File: config.mk
export PLATFORM = sky130hd
export DESIGN_NAME = spi_frame_receiver_flat
export DESIGN_NICKNAME = d
export VERILOG_FILES = /design/src/rtl/spi_frame_receiver_if.sv /design/src/rtl/spi_frame_receiver.sv /design/src/flat_wrapper.sv
export SDC_FILE = /design/constraint.sdc
export NUM_CORES = 1
export LEC_CHECK = 0
export CORE_MARGIN = 3
export CORE_UTILIZATION = 48
export CTS_BUF_LIST = sky130_fd_sc_hd__clkbuf_16
export DETAILED_ROUTE_END_ITERATION = 12
export PLACE_DENSITY_LB_ADDON = 0.3
export SLEW_MARGIN = 20
export SYNTH_ARGS = -nofsm -noshare
export SYNTH_HDL_FRONTEND = slang
export SYNTH_SLANG_ARGS = --single-unit
export TNS_END_PERCENT = 50
File: constraint.sdc
create_clock -name clk -period 2.1 [get_ports clk]
set_input_delay 0.63 -clock clk [delete_from_list [all_inputs] [get_ports clk]]
set_output_delay 0.63 -clock clk [all_outputs]
set_load 0.02 [all_outputs]
File: src/rtl/spi_frame_receiver_if.sv
// rtl/spi_frame_receiver_if.sv - SPI link pins between master and frame receiver
//
// Signals:
//   spi_clk  serial clock, idle low, driven by the master
//   mosi     serial data from the master, sampled on rising spi_clk
//   spi_ss   slave select, active low, driven by the master
//   miso     echo of the last sampled mosi bit, driven by the slave
// Modports:
//   master   drives spi_clk/mosi/spi_ss, receives miso
//   slave    receives spi_clk/mosi/spi_ss, drives miso

interface spi_frame_receiver_if;
    logic spi_clk;
    logic mosi;
    logic spi_ss;
    logic miso;

    modport master (
        output spi_clk,
        output mosi,
        output spi_ss,
        input  miso
    );

    modport slave (
        input  spi_clk,
        input  mosi,
        input  spi_ss,
        output miso
    );
endinterface

File: src/rtl/spi_frame_receiver.sv
// rtl/spi_frame_receiver.sv - oversampled SPI mode-0 slave that captures sin/cos result frames
//
// Captures FRAME_BITS-bit frames {pad, sin[FIELD_W-1:0], pad, cos[FIELD_W-1:0]},
// MSB first, framed by spi_ss low. spi_clk, mosi and spi_ss are resynchronised
// into clk and all decoding runs on the synchronised copies.
//
// Ports:
//   clk         system clock
//   rst_n       asynchronous active-low reset
//   spi         spi_frame_receiver_if.slave (spi_clk, mosi, spi_ss in; miso out)
//   rx_word     last good frame
//   fa_out_sin  sin field of the last good frame
//   fa_out_cos  cos field of the last good frame
//   rx_valid    one-cycle pulse: new good frame on the outputs
//   frame_err   one-cycle pulse: frame discarded (short, overrun, timeout, pad)
//   busy        high while a frame is being shifted in
//   pad_err     one-cycle pulse with frame_err when pad bits are non-zero
//               (port exists only when SPI_RX_PAD_CHECK_EN is defined)
//
// Build option: SPI_RX_PAD_CHECK_EN - reject correct-length frames whose pad bits are set.

module spi_frame_receiver #(
    parameter int FRAME_BITS  = 32,
    parameter int FIELD_W     = 14,
    parameter int SYNC_STAGES = 2,
    parameter int TIMEOUT_CYC = 1023
) (
    input  logic                  clk,
    input  logic                  rst_n,
    spi_frame_receiver_if.slave   spi,
    output logic [FRAME_BITS-1:0] rx_word,
    output logic [FIELD_W-1:0]    fa_out_sin,
    output logic [FIELD_W-1:0]    fa_out_cos,
    output logic                  rx_valid,
    output logic                  frame_err,
    output logic                  busy
`ifdef SPI_RX_PAD_CHECK_EN
    ,
    output logic                  pad_err
`endif
);

    localparam int HALF   = FRAME_BITS / 2;
    localparam int CNT_W  = $clog2(FRAME_BITS + 2);
    localparam int TMO_W  = $clog2(TIMEOUT_CYC + 1);

    localparam logic [CNT_W-1:0] CNT_FULL = CNT_W'(FRAME_BITS);
    localparam logic [CNT_W-1:0] CNT_OVR  = CNT_W'(FRAME_BITS + 1);
    localparam logic [TMO_W-1:0] TMO_LAST = TMO_W'(TIMEOUT_CYC - 1);

    typedef enum logic [1:0] {
        ST_IDLE  = 2'd0,
        ST_SHIFT = 2'd1,
        ST_CHECK = 2'd2
    } state_t;

    // Synchronisers; each resets to the idle level of its line.
    logic [SYNC_STAGES-1:0] sclk_sync;
    logic [SYNC_STAGES-1:0] ss_sync;
    logic [SYNC_STAGES-1:0] mosi_sync;
    logic                   sclk_d;
    logic                   ss_d;

    logic sclk_s;
    logic ss_s;
    logic mosi_s;
    logic sclk_rise;
    logic sclk_fall;
    logic ss_rise;
    logic ss_fall;

    state_t                 state;
    logic [FRAME_BITS-1:0]  shreg;
    logic [CNT_W-1:0]       bit_cnt;
    logic [TMO_W-1:0]       tmo_cnt;
    logic                   last_bit;
    logic                   miso_q;

    always_ff @(posedge clk or negedge rst_n) begin
        if (!rst_n) begin
            sclk_sync <= '0;
            ss_sync   <= '1;
            mosi_sync <= '0;
            sclk_d    <= 1'b0;
            ss_d      <= 1'b1;
        end else begin
            sclk_sync <= {sclk_sync[SYNC_STAGES-2:0], spi.spi_clk};
            ss_sync   <= {ss_sync[SYNC_STAGES-2:0], spi.spi_ss};
            mosi_sync <= {mosi_sync[SYNC_STAGES-2:0], spi.mosi};
            sclk_d    <= sclk_sync[SYNC_STAGES-1];
            ss_d      <= ss_sync[SYNC_STAGES-1];
        end
    end

    assign sclk_s    = sclk_sync[SYNC_STAGES-1];
    assign ss_s      = ss_sync[SYNC_STAGES-1];
    assign mosi_s    = mosi_sync[SYNC_STAGES-1];
    assign sclk_rise = sclk_s & ~sclk_d;
    assign sclk_fall = ~sclk_s & sclk_d;
    assign ss_rise   = ss_s & ~ss_d;
    assign ss_fall   = ~ss_s & ss_d;

    assign spi.miso  = miso_q;

`ifdef SPI_RX_PAD_CHECK_EN
    logic pad_bad;
    assign pad_bad = (|shreg[FRAME_BITS-1:HALF+FIELD_W]) | (|shreg[HALF-1:FIELD_W]);
`endif

    always_ff @(posedge clk or negedge rst_n) begin
        if (!rst_n) begin
            state      <= ST_IDLE;
            shreg      <= '0;
            bit_cnt    <= '0;
            tmo_cnt    <= '0;
            last_bit   <= 1'b0;
            miso_q     <= 1'b0;
            rx_word    <= '0;
            fa_out_sin <= '0;
            fa_out_cos <= '0;
            rx_valid   <= 1'b0;
            frame_err  <= 1'b0;
            busy       <= 1'b0;
`ifdef SPI_RX_PAD_CHECK_EN
            pad_err    <= 1'b0;
`endif
        end else begin
            rx_valid  <= 1'b0;
            frame_err <= 1'b0;
`ifdef SPI_RX_PAD_CHECK_EN
            pad_err   <= 1'b0;
`endif
            case (state)
                ST_IDLE: begin
                    busy   <= 1'b0;
                    miso_q <= 1'b0;
                    if (ss_fall) begin
                        state    <= ST_SHIFT;
                        busy     <= 1'b1;
                        shreg    <= '0;
                        bit_cnt  <= '0;
                        tmo_cnt  <= '0;
                        last_bit <= 1'b0;
                    end
                end

                ST_SHIFT: begin
                    // ss rise takes priority over a coincident spi_clk rise,
                    // so that last bit is never counted.
                    if (ss_rise) begin
                        state  <= ST_CHECK;
                        busy   <= 1'b0;
                        miso_q <= 1'b0;
                    end else if (sclk_rise) begin
                        // Past FRAME_BITS the word is frozen; the counter
                        // parks at FRAME_BITS+1 to mark the overrun.
                        if (bit_cnt < CNT_FULL) begin
                            shreg <= {shreg[FRAME_BITS-2:0], mosi_s};
                        end
                        if (bit_cnt != CNT_OVR) begin
                            bit_cnt <= bit_cnt + CNT_W'(1);
                        end
                        last_bit <= mosi_s;
                        tmo_cnt  <= '0;
                    end else if (tmo_cnt == TMO_LAST) begin
                        tmo_cnt   <= tmo_cnt + TMO_W'(1);
                        state     <= ST_IDLE;
                        busy      <= 1'b0;
                        miso_q    <= 1'b0;
                        frame_err <= 1'b1;
                    end else begin
                        tmo_cnt <= tmo_cnt + TMO_W'(1);
                        if (sclk_fall) begin
                            miso_q <= last_bit;
                        end
                    end
                end

                ST_CHECK: begin
                    state <= ST_IDLE;
`ifdef SPI_RX_PAD_CHECK_EN
                    if ((bit_cnt == CNT_FULL) && pad_bad) begin
                        frame_err <= 1'b1;
                        pad_err   <= 1'b1;
                    end else
`endif
                    if (bit_cnt == CNT_FULL) begin
                        rx_word    <= shreg;
                        fa_out_sin <= shreg[HALF+FIELD_W-1:HALF];
                        fa_out_cos <= shreg[FIELD_W-1:0];
                        rx_valid   <= 1'b1;
                    end else begin
                        frame_err <= 1'b1;
                    end
                end

                default: begin
                    state <= ST_IDLE;
                    busy  <= 1'b0;
                end
            endcase
        end
    end

endmodule

File: src/flat_wrapper.sv
// flat-port wrapper written by rule: the top's interface ports become plain ports
module spi_frame_receiver_flat 
#(
    parameter int FRAME_BITS  = 32,
    parameter int FIELD_W     = 14,
    parameter int SYNC_STAGES = 2,
    parameter int TIMEOUT_CYC = 1023
)
  (clk, rst_n, rx_word, fa_out_sin, fa_out_cos, rx_valid, frame_err, busy, spi_spi_clk, spi_mosi, spi_spi_ss, spi_miso);
  spi_frame_receiver_if spi_i ();
  input  logic clk;
  input  logic rst_n;
  output logic [FRAME_BITS-1:0] rx_word;
  output logic [FIELD_W-1:0] fa_out_sin;
  output logic [FIELD_W-1:0] fa_out_cos;
  output logic rx_valid;
  output logic frame_err;
  output logic busy;
  input wire logic [$bits(spi_i.spi_clk)-1:0] spi_spi_clk;
  input wire logic [$bits(spi_i.mosi)-1:0] spi_mosi;
  input wire logic [$bits(spi_i.spi_ss)-1:0] spi_spi_ss;
  output wire logic [$bits(spi_i.miso)-1:0] spi_miso;
  assign spi_i.spi_clk = spi_spi_clk;
  assign spi_i.mosi = spi_mosi;
  assign spi_i.spi_ss = spi_spi_ss;
  assign spi_miso = spi_i.miso;
  spi_frame_receiver #(.FRAME_BITS(FRAME_BITS), .FIELD_W(FIELD_W), .SYNC_STAGES(SYNC_STAGES), .TIMEOUT_CYC(TIMEOUT_CYC)) u_core (.clk(clk), .rst_n(rst_n), .spi(spi_i), .rx_word(rx_word), .fa_out_sin(fa_out_sin), .fa_out_cos(fa_out_cos), .rx_valid(rx_valid), .frame_err(frame_err), .busy(busy));
endmodule
==> key figures <==
Global route
  • First-pass GRT wire length: approximately 16,000 um
  • Initial antenna violation count: 0
  • Number of global-route vias before repair: 3,327
  • Largest net degree at the start of global routing: 48
  • GRT Util Overall: 0.173
  • GR Overflow Total: 0

STA
  • Tcrit/Tclk final: 0.980
  • Least-Margin Pin Slew: around 560 ps
  • Max Clk Rate: about 490 MHz
  • Final setup violation count: 0
  • Worst Slack Setup Final: around 42 ps
  • Setup TNS: 0 ps
  • Worst Skew: 8.51 ps
  • Slew headroom: 0.627
  • Period minus WS final: roughly 2100 ps
  • Final Hold Vio Count: 0
  • Slew Limit Fails: 0

Floorplan
  • Chip height: 105 um
  • Core Box Area: 0.00942 mm^2
  • Die Span X: ~110 um
  • Number of cell rows: 35
  • Die Area: roughly 0.011 mm^2
  • Initial Utilization: 0.503
  • I/O Pins: between 60 and 70

CTS
  • Clock Sink Count: between 90 and 100
  • Clock Tree Buf Depth: 2
  • Clock latency on the worst-skew pair: between 300 and 400 ps
  • Clock transition at path regs: roughly 70 ps
  • Root buffer cell: clkbuf_16
  • H-Tree Depth: 3
  • Total CTS buffers: 9
  • CTS tree: built

Placement
  • Gp weighted congestion: roughly 0.84
  • Pre-CTS setup slack: between 9 and 10 ps
  • Estimated wirelength of the detail-placed design: 6010 um
  • DP Cell Count: about 590
  • IO Port Bufs: slightly below 70

Routing
  • First-pass DRT Iterations: 4
  • Vias: between 3,000 and 4,000
  • Vias per cell: ~5.6
  • Post-route DRC: 0
  • Final WL: ~9600 um
  • DR WL/cell: roughly 16 um
  • Initial DRC Count: 251
  • Final antenna-violating net count: 0

Finish
  • Ratio of cells with drive above 1 in the final layout: 0.174
  • Synth-to-layout area growth: 21.3%
  • Ant diodes: 0
  • # nets final: about 490
  • Layout Cells excl Fill: between 600 and 700
  • Filler Cell Count: ~730
  • Most frequent cells in the layout: 92 x dfrtp_1, 74 x nand3_1, 67 x clkdlybuf4s50_1
  • Commonest non-fill, non-tap cell in the layout: dfrtp_1

Yosys
  • Yosys cell types: just over 50
  • Synth top area share: 0.486
  • Yosys warns: 0
  • Post-Synth Simple-Gate Area: 0.172
  • Syn Inst Count: roughly 430
  • Post-synth top area cell: dfrtp_1
  • Post-synthesis xor/xnor area fraction: 0
  • Syn nets: 446
  • #FFs+latches synth: 95
  • Synth Area in Adders: 0.0211
  • Largest cells by area after synthesis: dfrtp_1 49%, nand3_1 7.9%, o211ai_2 7.1%, mux2_1 6.9%, buf_4 4.4%
  • Synthesized area per cell: about 11 um^2
  • Number of flops mapped to enable cells by yosys: 0
  • Mux share of post-synthesis cell area: 0.0827
  • Ys async rst share: 1.00
  • Largest family of logic cells by synthesized area: simple AND/OR/NAND/NOR gates
  • Post-synthesis sequential area ratio: 0.503
  • Synth Cell Area: between 0.004 and 0.005 mm^2
  • Compound-Gate Fraction of Synth Area: 0.136
  • Prevailing post-synth register cell: dfrtp_1

Worst hold path
  • HP Class: in2async

Worst setup path
  • Worst R2R Start: u_core.state[1]$_DFFE_PN0P_
  • RR Endpoint: u_core.bit_cnt[2]$_DFFE_PN0P_
  • CP top delay family: compound AO/OA/AOI/OAI gates
  • WP buf/inv: 2
  • CP peak stage delay: around 440 ps
  • CP max FO: 32
  • CP required: roughly 2300 ps
  • WS Path Type: reg2reg
  • Reg2reg path depth: 7
  • Worst path slowest cell: a2111o_1
  • Crit end category: register
  • Worst setup SP type: register
  • WP data arrival: ~2300 ps
  • FF-to-FF setup slack: just over 40 ps
  • Worst path cell trace: inv_1, ha_4, nor2b_1, a2111o_1, buf_12, and3_1, a211o_1

Job
  • Max capacitance violation total: 0

Pwr
  • VDD IR max: 675 uV
  • Pwr Density: slightly below 900 mW/mm^2
  • Pleak: approximately 2.5 nW

Status
  • Status: finished clean
[timing repair]
item                                    CTS  global route
buffers inserted                          0             3
hold buffers                              0             0
gates resized for setup                   0             6
endpoints found under the setup margin    0            42
[power breakdown]
| group | internal, W | total [W] | switching, W | leakage, nW |
|---|---|---|---|---|
| logic | 0.000457 | 0.00129 | 0.000838 | 1.08 |
| registers | 0.00194 | 0.00207 | 0.000125 | 1.30 |
| clock network | 0.00103 | 0.00172 | 0.000684 | 0.149 |
[state kept, by name (all words and copies together), names as in the netlist, 2 cells and up]
name / flops
u_core.bit_cnt: 6
u_core.fa_out_cos: 13
u_core.fa_out_sin: 13
u_core.mosi_sync: 2
u_core.rx_word: 6
u_core.sclk_sync: 2
u_core.shreg: 32
u_core.ss_sync: 2
u_core.state: 2
u_core.tmo_cnt: 10
[how the worst max path moves through the flow]
| stage | from | end | slack (ps) | depth (start not counted) |
|---|---|---|---|---|
| 6_report | u_core.state[1]$_DFFE_PN0P_ | u_core.bit_cnt[2]$_DFFE_PN0P_ | 40 | 7 |
| 3_5_place_dp | u_core.state[1]$_DFFE_PN0P_ | u_core.bit_cnt[2]$_DFFE_PN0P_ | 9 | 7 |
| 3_3_place_gp | u_core.state[1]$_DFFE_PN0P_ | u_core.bit_cnt[2]$_DFFE_PN0P_ | 100 | 7 |
| 4_1_cts | u_core.state[1]$_DFFE_PN0P_ | u_core.bit_cnt[2]$_DFFE_PN0P_ | 6 | 7 |
| 2_1_floorplan | u_core.state[1]$_DFFE_PN0P_ | u_core.bit_cnt[2]$_DFFE_PN0P_ | 250 | 7 |
| 5_1_grt | u_core.state[1]$_DFFE_PN0P_ | u_core.bit_cnt[2]$_DFFE_PN0P_ | -10 | 7 |
[Yosys cell counts (7+ instances only)]
library cell and n:
clkbuf_1 12, o21ai_0 7, inv_1 10, dfrtp_1 92, nand3_1 75, mux2_1 29, buf_4 28, ha_1 8
a21oi_1 11, o211ai_2 27, nand2_1 46, buf_2 9
[through the flow]
stage / total power, W / area [um^2] / hold WS, ps / util
6_report: 0.00508 / 5740 / 194 / 0.610
5_1_grt: 0.00531 / 5740 / 213 / 0.610
4_1_cts: 0.00499 / 5670 / 201 / 0.602
3_5_place_dp: 0.00327 / 5360 / 337 / 0.569
3_3_place_gp: 0.00322 / 5360 / 338 / 0.569
2_1_floorplan: 0.00301 / 4730 / 331 / -
[layout make-up]
| cell class | count | area [um^2] | area share |
|---|---|---|---|
| clock inverters | 6 | 85.1 | 0.0148 |
| inverters | 10 | 37.5 | 0.00654 |
| well taps | 129 | 161 | 0.0281 |
| clock buffers | 9 | 225 | 0.0392 |
| repair buffers | 85 | 873 | 0.152 |
| multi-input cells | 271 | 1980 | 0.345 |
| flip-flops and latches | 95 | 2380 | 0.415 |
[worst reg2reg max path: stages (launching register included)]
cell      delay, ps
dfrtp_1         380
inv_1           110
ha_4            200
nor2b_1         140
a2111o_1        440
buf_12          210
and3_1          190
a211o_1         270
[per-layer routing]
layer	vias up	share of wire	track usage
li1	1603	-	-
met1	1661	0.45	0.229
met2	99	0.49	0.286
met3	10	0.049	0.0318
met4	0	0.013	0.0572
met5	-	0	0
[cell families after synthesis]
family,after synthesis
and+or+nand+nor,159
DFF,95
AOI/OAI and AO/OA,69
buffers and inverters,67
muxes,35
adders and majority gates,8
(Power assumes the default switching activity.)
